===== src/rtl/ipsl_pcie_apb_arb_v1_0.sv =====
// Round-robin arbiter/bridge: NUM_MST APB-style masters onto one APB slave,
// with an optional bus-hang timeout that completes a stuck access with ERR_DATA.
module ipsl_pcie_apb_arb_v1_0 #(
    parameter int                NUM_MST  = 2,
    parameter int                ADDR_W   = 16,
    parameter int                DATA_W   = 32,
    parameter int                TIMEOUT  = 255,
    parameter logic [DATA_W-1:0] ERR_DATA = {DATA_W{1'b1}}
) (
    input  logic                           i_clk,
    input  logic                           i_rst_n,
    input  logic [NUM_MST-1:0]             i_m_p_sel,
    input  logic [NUM_MST*(DATA_W/8)-1:0]  i_m_p_strb,
    input  logic [NUM_MST*ADDR_W-1:0]      i_m_p_addr,
    input  logic [NUM_MST*DATA_W-1:0]      i_m_p_wdata,
    input  logic [NUM_MST-1:0]             i_m_p_ce,
    input  logic [NUM_MST-1:0]             i_m_p_we,
    output logic [NUM_MST-1:0]             o_m_p_rdy,
    output logic [NUM_MST*DATA_W-1:0]      o_m_p_rdata,
    output logic                           o_s_p_sel,
    output logic [DATA_W/8-1:0]            o_s_p_strb,
    output logic [ADDR_W-1:0]              o_s_p_addr,
    output logic [DATA_W-1:0]              o_s_p_wdata,
    output logic                           o_s_p_ce,
    output logic                           o_s_p_we,
    input  logic                           i_s_p_rdy,
    input  logic [DATA_W-1:0]              i_s_p_rdata,
    output logic [NUM_MST-1:0]             o_grant,
    output logic                           o_timeout
);

    localparam int STRB_W = DATA_W / 8;
    localparam int PTR_W  = (NUM_MST > 1) ? $clog2(NUM_MST) : 1;
    localparam int CNT_W  = (TIMEOUT > 0) ? $clog2(TIMEOUT + 1) : 1;
    localparam logic [CNT_W-1:0] CNT_LAST = CNT_W'((TIMEOUT > 0) ? TIMEOUT - 1 : 0);

    typedef enum logic [1:0] {
        IDLE,
        SETUP,
        ACCESS,
        RESP
    } state_t;

    state_t                  state, state_nxt;
    logic [CNT_W-1:0]        cnt, cnt_nxt;
    logic [PTR_W-1:0]        ptr, ptr_nxt;
    logic [NUM_MST-1:0]      grant_nxt;
    logic                    s_sel_nxt, s_ce_nxt, s_we_nxt;
    logic [STRB_W-1:0]       s_strb_nxt;
    logic [ADDR_W-1:0]       s_addr_nxt;
    logic [DATA_W-1:0]       s_wdata_nxt;
    logic [NUM_MST-1:0]      m_rdy_nxt;
    logic [NUM_MST*DATA_W-1:0] m_rdata_nxt;
    logic                    timeout_nxt;

    logic [PTR_W-1:0]        win;
    logic [PTR_W-1:0]        cand;
    logic                    found;
    logic                    done;
    logic                    hang;
    logic [DATA_W-1:0]       done_data;

    // NOTE: every signal gets a default before the case so no path leaves one unassigned (no latches).
    always_comb begin
        state_nxt   = state;
        cnt_nxt     = cnt;
        ptr_nxt     = ptr;
        grant_nxt   = o_grant;
        s_sel_nxt   = o_s_p_sel;
        s_ce_nxt    = o_s_p_ce;
        s_we_nxt    = o_s_p_we;
        s_strb_nxt  = o_s_p_strb;
        s_addr_nxt  = o_s_p_addr;
        s_wdata_nxt = o_s_p_wdata;
        m_rdy_nxt   = o_m_p_rdy;
        m_rdata_nxt = o_m_p_rdata;
        timeout_nxt = o_timeout;
        win         = ptr;
        cand        = ptr;
        found       = 1'b0;
        hang        = (TIMEOUT != 0) && (cnt == CNT_LAST);
        done        = i_s_p_rdy || hang;
        done_data   = i_s_p_rdy ? i_s_p_rdata : ERR_DATA;

        // Search starts just past the last winner, so the previous owner is considered last.
        for (int i = 1; i <= NUM_MST; i++) begin
            cand = PTR_W'((int'(ptr) + i) % NUM_MST);
            if (!found && i_m_p_sel[cand]) begin
                found = 1'b1;
                win   = cand;
            end
        end

        case (state)
            IDLE: begin
                if (found) begin
                    s_sel_nxt      = 1'b1;
                    s_we_nxt       = i_m_p_we[win];
                    s_strb_nxt     = i_m_p_strb[int'(win)*STRB_W +: STRB_W];
                    s_addr_nxt     = i_m_p_addr[int'(win)*ADDR_W +: ADDR_W];
                    s_wdata_nxt    = i_m_p_wdata[int'(win)*DATA_W +: DATA_W];
                    grant_nxt      = '0;
                    grant_nxt[win] = 1'b1;
                    ptr_nxt        = win;
                    state_nxt      = SETUP;
                end
            end
            SETUP: begin
                s_ce_nxt  = 1'b1;
                cnt_nxt   = '0;
                state_nxt = ACCESS;
            end
            ACCESS: begin
                if (done) begin
                    s_sel_nxt      = 1'b0;
                    s_ce_nxt       = 1'b0;
                    m_rdy_nxt[ptr] = 1'b1;
                    m_rdata_nxt[int'(ptr)*DATA_W +: DATA_W] = o_s_p_we ? '0 : done_data;
                    timeout_nxt    = !i_s_p_rdy;
                    state_nxt      = RESP;
                end else if (TIMEOUT != 0) begin
                    cnt_nxt = cnt + CNT_W'(1);
                end
            end
            RESP: begin
                m_rdy_nxt   = '0;
                m_rdata_nxt = '0;
                timeout_nxt = 1'b0;
                grant_nxt   = '0;
                state_nxt   = IDLE;
            end
            default: state_nxt = IDLE;
        endcase
    end

    // NOTE: sequential state uses non-blocking assignments; reset is sampled on the clock edge.
    always_ff @(posedge i_clk) begin
        if (!i_rst_n) begin
            state       <= IDLE;
            cnt         <= '0;
            ptr         <= PTR_W'(NUM_MST - 1);
            o_grant     <= '0;
            o_s_p_sel   <= 1'b0;
            o_s_p_ce    <= 1'b0;
            o_s_p_we    <= 1'b0;
            o_s_p_strb  <= '0;
            o_s_p_addr  <= '0;
            o_s_p_wdata <= '0;
            o_m_p_rdy   <= '0;
            o_m_p_rdata <= '0;
            o_timeout   <= 1'b0;
        end else begin
            state       <= state_nxt;
            cnt         <= cnt_nxt;
            ptr         <= ptr_nxt;
            o_grant     <= grant_nxt;
            o_s_p_sel   <= s_sel_nxt;
            o_s_p_ce    <= s_ce_nxt;
            o_s_p_we    <= s_we_nxt;
            o_s_p_strb  <= s_strb_nxt;
            o_s_p_addr  <= s_addr_nxt;
            o_s_p_wdata <= s_wdata_nxt;
            o_m_p_rdy   <= m_rdy_nxt;
            o_m_p_rdata <= m_rdata_nxt;
            o_timeout   <= timeout_nxt;
        end
    end

endmodule


===== config.mk =====
export PLATFORM = sky130hd
export DESIGN_NAME = ipsl_pcie_apb_arb_v1_0
export DESIGN_NICKNAME = d
export VERILOG_FILES = /design/src/rtl/ipsl_pcie_apb_arb_v1_0.sv
export SDC_FILE = /design/constraint.sdc
export NUM_CORES = 1
export LEC_CHECK = 0
export CORE_ASPECT_RATIO = 1.25
export CORE_MARGIN = 2
export CORE_UTILIZATION = 43
export DETAILED_ROUTE_END_ITERATION = 6
export PLACE_DENSITY = 0.84
export REMOVE_ABC_BUFFERS = 1
export SYNTH_ARGS = -nofsm -noshare
export SYNTH_HDL_FRONTEND = slang
export SYNTH_SLANG_ARGS = --single-unit

===== constraint.sdc =====
create_clock -name i_clk -period 1.9 [get_ports i_clk]
set_input_delay 0.38 -clock i_clk [delete_from_list [all_inputs] [get_ports i_clk]]
set_output_delay 0.38 -clock i_clk [all_outputs]
set_load 0.005 [all_outputs]

==> reports/results.ini, run 1 <==
[global_route]
grt_use_total=0.2407
antenna_found_initial=1
grt_max_degree=73
overflow=0
grt_pass1_wl_um=29060
grt_pass1_vias=5688

[sta]
setup-violations-final=0
drv_slew=0
max_slew_margin=0.7455
timing.final.ws_setup_ns=0.1024
max_freq_mhz=556.3
period_share=0.9461
whs_ns=0.3033
finalSetupTns_ns=0
min_period_ns=1.798
rsz0062_at_grt=no
worst_pin_slew_ns=0.3818
skew_ns=0.006461
final_hold_viol_count=0

[layout]
post-route-util=0.7003
fin_area_sq_mm=0.009716
area_delta_synth_final_pct=57.86
fin_nets=1116
nFillCells=1042
post_route_cells_drive_above_1_share=0.07677
final_cells=1152
diodes=0

[pwr]
power.density_mw_per_mm2=1358
total_power_mw=13.19
p_leak_nw=3.800
p_seq_frac=0.304
clock_power_share=0.255
netSwitchingFraction=0.3356
p_switching_mw=4.427
pwr-share-comb=0.441
ir_worst_vdd_mv=0.7769
intPower_mw=8.764

[hold_path]
hold_path_class=input pin to register
hold_start=i_rst_n

[worst_setup_path]
critPathRequiredTime_ns=2.19
cp_top_family=compound AO/OA/AOI/OAI gates
crit_arrival_ns=2.09
end_kind=register
reg2reg_from=state[0]
cp-start-kind=register
path_cells=inv_1, ha_1, nor2b_1, o21ai_1, buf_4, o21ai_0, a32o_1
crit_path_top_delay_cell=dfxtp_1
cp_slowest_stage_delay_ns=0.39
startpoint=state[0]
path_class=register to register
crit_buf_inv=2
crit_fanout=4

[clock_tree]
cts_max_level=4
cts.clk_slew.worst_paths_ns=0.06
cts_sinks=135
hold_buffers=0
clock-root-buffer=clkbuf_16
cts_tree=yes
clk_latency_ns=0.41
clk_path_buf_depth=2
cts_buffers=17

[drt]
wl_per_cell_um=16.27
ant_nets=0
num_vias=5887
dr.pass1.iters=5
avgViaCountPerCell=5.110
drc=0
wl_um=18740
drt_iter0_markers=341

[synthesis]
netlist.area_leader.share=0.4391
yosys_warnings=0
synth_area_leader_cell=dfxtp_1
syn_area_sq_mm=0.006155
seq_area_frac_synth=0.4391
ys_ff_latch=135
avgSynthCellArea_sq_um=8.767
netlist_top_cells_count=nand2_1 (143), dfxtp_1 (135), mux2i_1 (118), nor2_1 (65), a211oi_1 (54)
synth_area_leaders=dfxtp_1 (44%), mux2i_1 (19%), nand2_1 (8.7%)
synth_flop_cell=dfxtp_1
ys_types=43
yosysMostFrequentCell=nand2_1
synthArstFlopShare=0
synth-edff-count=0
syn_inst=702

[run]
max_cap_viol_count=0

[floorplanning]
initial_core_util=0.4436
die_x_um=111.0
num_rows=48
io_pins=269
die_h_um=137.8
core_area_sq_mm=0.01387
dieArea_sq_mm=0.01529

[placed_design]
gp_congestion=0.7887
post-dp-hpwl_um=14010
pre_cts_slack_ns=-0.1405
placedCellCount=1121
placed_area_sq_mm=0.009106
placement.io_buffers=266

[run_status]
status=finished, final reports clean

[power by group through the flow]
| stage | combinational (mW) | sequential [mW] | clock (mW) |
|---|---|---|---|
| floorplan | 2.67 | 4.12 | 0 |
| global placement | 5.70 | 4.04 | 0 |
| detailed placement | 5.81 | 4.07 | 0 |
| CTS | 5.86 | 4.02 | 3.41 |
| global route | 6.30 | 4.11 | 3.53 |
| finish | 5.81 | 4.01 | 3.36 |
[flip-flops by register name (all words and copies together) (netlist names), 2 cells and up]
register	count
o_m_p_rdata	64
o_s_p_wdata	32
o_s_p_addr	16
cnt	8
o_s_p_strb	4
o_grant	2
o_m_p_rdy	2
state	2
[what timing repair did]
action	in CTS	in global routing
buffers inserted	0	0
endpoints found under the setup margin	0	13
gates resized for setup	0	2
[per-layer routing]
layer  track usage  up-vias  routed length, um
met5             0        -                  8
met4       0.07917        2                287
met3       0.07303       27               1538
met1        0.2744     2681               7226
met2        0.4325      264               9682
li1              -     2913                  -
[placed cells by master (no fill, tap or decap), types with 3 or more instances in the layout]
cell type	netlist	routed
buf_12	4	10
clkbuf_16	0	17
ha_1	6	6
dfxtp_1	135	135
nand3_1	6	6
a21oi_1	37	37
a31oi_1	3	3
buf_4	7	23
clkinv_4	0	4
mux2i_1	118	118
inv_1	36	36
a211oi_1	54	54
bufinv_16	0	3
nand2b_1	5	4
o21ai_0	6	5
nor2_1	65	63
clkdlybuf4s50_1	0	265
nand2_1	143	143
[worst paths after layout]
kind                     end  slack [ns]  cells after the start
max                o_timeout        0.10                      7
min                      ptr        0.30                      2
max reg2reg        o_timeout        0.10                      7
min reg2reg  o_m_p_rdata[31]        0.45                      2
[layout make-up]
cell class | instances | area [sq um] | area share
sequential | 135 | 2703 | 0.2782
timing repair buffer | 299 | 3030 | 0.3119
inverter | 37 | 138.9 | 0.01429
multi-input combinational | 475 | 3018 | 0.3106
clock inverter | 11 | 150.1 | 0.01545
clock buffer | 20 | 456.7 | 0.04701
tap | 175 | 219.0 | 0.02254
[cells by family after synthesis]
logic type | Yosys count | synth area share
flip-flops | 135 | 0.4391
AO/OA/AOI/OAI | 115 | 0.1248
XOR/XNOR | 1 | 0.001423
buffers and inverters | 92 | 0.07420
AND/OR/NAND/NOR | 235 | 0.1563
adder cells (fa/ha/maj) | 6 | 0.01220
multiplexers | 118 | 0.1919
Note: power is estimated with default switching activity, not from simulation.
==> inputs of run 2 (changes only) <==
--- a/config.mk
+++ b/config.mk
@@ -5,7 +5,7 @@
 export SDC_FILE = /design/constraint.sdc
 export NUM_CORES = 1
 export LEC_CHECK = 0
-export CORE_ASPECT_RATIO = 1.25
+export CORE_ASPECT_RATIO = 1.1
 export CORE_MARGIN = 2
 export CORE_UTILIZATION = 43
 export DETAILED_ROUTE_END_ITERATION = 6
==> reports/results.ini, run 2 (synthesized netlist as in run 1, its figures left out) <==
[clock_tree]
cts_max_level=4
cts_sinks=135
cts.clk_slew.worst_paths_ns=0.06
clock-root-buffer=clkbuf_16
cts_tree=yes
clk_path_buf_depth=2
clk_latency_ns=0.42
cts_buffers=17

[pwr]
clock_power_share=0.252
p_seq_frac=0.306
pwr-share-comb=0.441
p_switching_mw=4.468
p_leak_nw=3.789
intPower_mw=8.644
power.density_mw_per_mm2=1350
netSwitchingFraction=0.3408
ir_worst_vdd_mv=0.6017

[sta]
max_freq_mhz=583.2
rsz0062_at_grt=no
setup-violations-final=0
whs_ns=0.3561
max_slew_margin=0.7400
worst_pin_slew_ns=0.3900
period_share=0.9024
final_hold_viol_count=0
skew_ns=0.02646
min_period_ns=1.715
drv_slew=0

[run_status]
status=finished, final reports clean

[worst_setup_path]
crit_buf_inv=1
end_kind=primary output
cp-start-kind=register
critPathRequiredTime_ns=1.52
cp_top_family=buffers and inverters
path_cells=clkdlybuf4s50_1
cp_slowest_stage_delay_ns=0.59
crit_arrival_ns=1.33
crit_fanout=2
path_class=register to primary output
crit_path_top_delay_cell=clkdlybuf4s50_1

[floorplanning]
initial_core_util=0.4426
die_h_um=129.5
num_rows=45
io_pins=269
core_area_sq_mm=0.01391
dieArea_sq_mm=0.01529
die_x_um=118.1

[layout]
diodes=0
post-route-util=0.6985
area_delta_synth_final_pct=57.84
regMostFlops=o_m_p_rdata
largest_registers=o_m_p_rdata x64, o_s_p_wdata x32, o_s_p_addr x16
multi_input_area_sq_mm=0.003018
final_cell_mix=clkdlybuf4s50_1 (265), nand2_1 (143), dfxtp_1 (135), mux2i_1 (118), nor2_1 (63)
final_common_cell=clkdlybuf4s50_1
largest_register_ffs=64
fin_nets=1116
seqCellArea_sq_mm=0.002703
nFillCells=1068
post_route_cells_drive_above_1_share=0.07873
fin_area_sq_mm=0.009714

[placed_design]
post-dp-hpwl_um=13290
placed_area_sq_mm=0.009110
gp_congestion=0.8360
placement.io_buffers=266

[global_route]
overflow=0
antenna_found_initial=0
grt_use_total=0.2348
grt_pass1_vias=5820
grt_pass1_wl_um=28790
grt_max_degree=65

[drt]
wl_per_cell_um=15.41
wl_um=17970
num_vias=5868
drt_iter0_markers=278
drc=0
dr.pass1.iters=4
avgViaCountPerCell=5.033
ant_nets=0

[hold_path]
hold_path_class=input pin to register

[run]
max_cap_viol_count=0

[run 2: power groups by stage]
stage | clock (mW) | sequential (mW) | combinational (mW)
after detailed placement | 0 | 4.07 | 5.78
after floorplan | 0 | 4.12 | 2.67
after global placement | 0 | 4.04 | 5.69
after CTS | 3.36 | 4.02 | 5.82
after global routing | 3.51 | 4.10 | 6.26
final | 3.31 | 4.02 | 5.79
[run 2: routing by layer]
metal	vias up	GRT usage	routed length [um]
li1	2913	-	-
met1	2673	0.2771	7479
met2	258	0.4073	8794
met3	24	0.06646	1295
met4	0	0.08930	403
met5	-	0	0
[run 2: worst paths after layout]
path                                        end  depth (start not counted)       startpoint  slack, ns
worst max-delay path            o_s_p_wdata[27]                          1  o_s_p_wdata[27]       0.19
worst max register to register  o_m_p_rdata[11]                          7         state[0]       0.19
worst min-delay path                        ptr                          2          i_rst_n       0.36
worst min register to register  o_m_p_rdata[59]                          2  o_m_p_rdata[59]       0.46
[run 2: worst register-to-register path: stages, from the launching register on]
cell and delay, ns:
dfxtp_1 0.38, inv_1 0.09, ha_2 0.25, nand2b_1 0.20
a21oi_4 0.08, nor2_4 0.16, buf_12 0.22, mux2i_1 0.26
[run 2: metrics by stage]
stage | power [mW] | TNS, ns | setup slack [ns] | instances
floorplan | 6.793 | -74.06 | -1.153 | 647
global placement | 9.725 | -2.645 | -0.07872 | 1134
detailed placement | 9.852 | -4.596 | -0.1008 | 1134
CTS | 13.20 | 0 | 0.08281 | 1166
global route | 13.87 | 0 | 0.04427 | 1166
finish | 13.11 | 0 | 0.1855 | 1166
[run 2: cell type report]
| class | instances | share of cell area |
|---|---|---|
| multi-input cells | 475 | 0.3107 |
| inverters | 37 | 0.01430 |
| flip-flops and latches | 135 | 0.2782 |
| well taps | 188 | 0.02421 |
| clock buffers | 18 | 0.04521 |
| repair buffers | 299 | 0.3107 |
| clock inverters | 14 | 0.01674 |
[run 2: what timing repair did]
| action | in CTS | in global routing |
|---|---|---|
| buffers inserted | 0 | 0 |
| resized for setup | 0 | 2 |
| endpoints found under the setup margin | 0 | 17 |
| hold buffers | 0 | 0 |
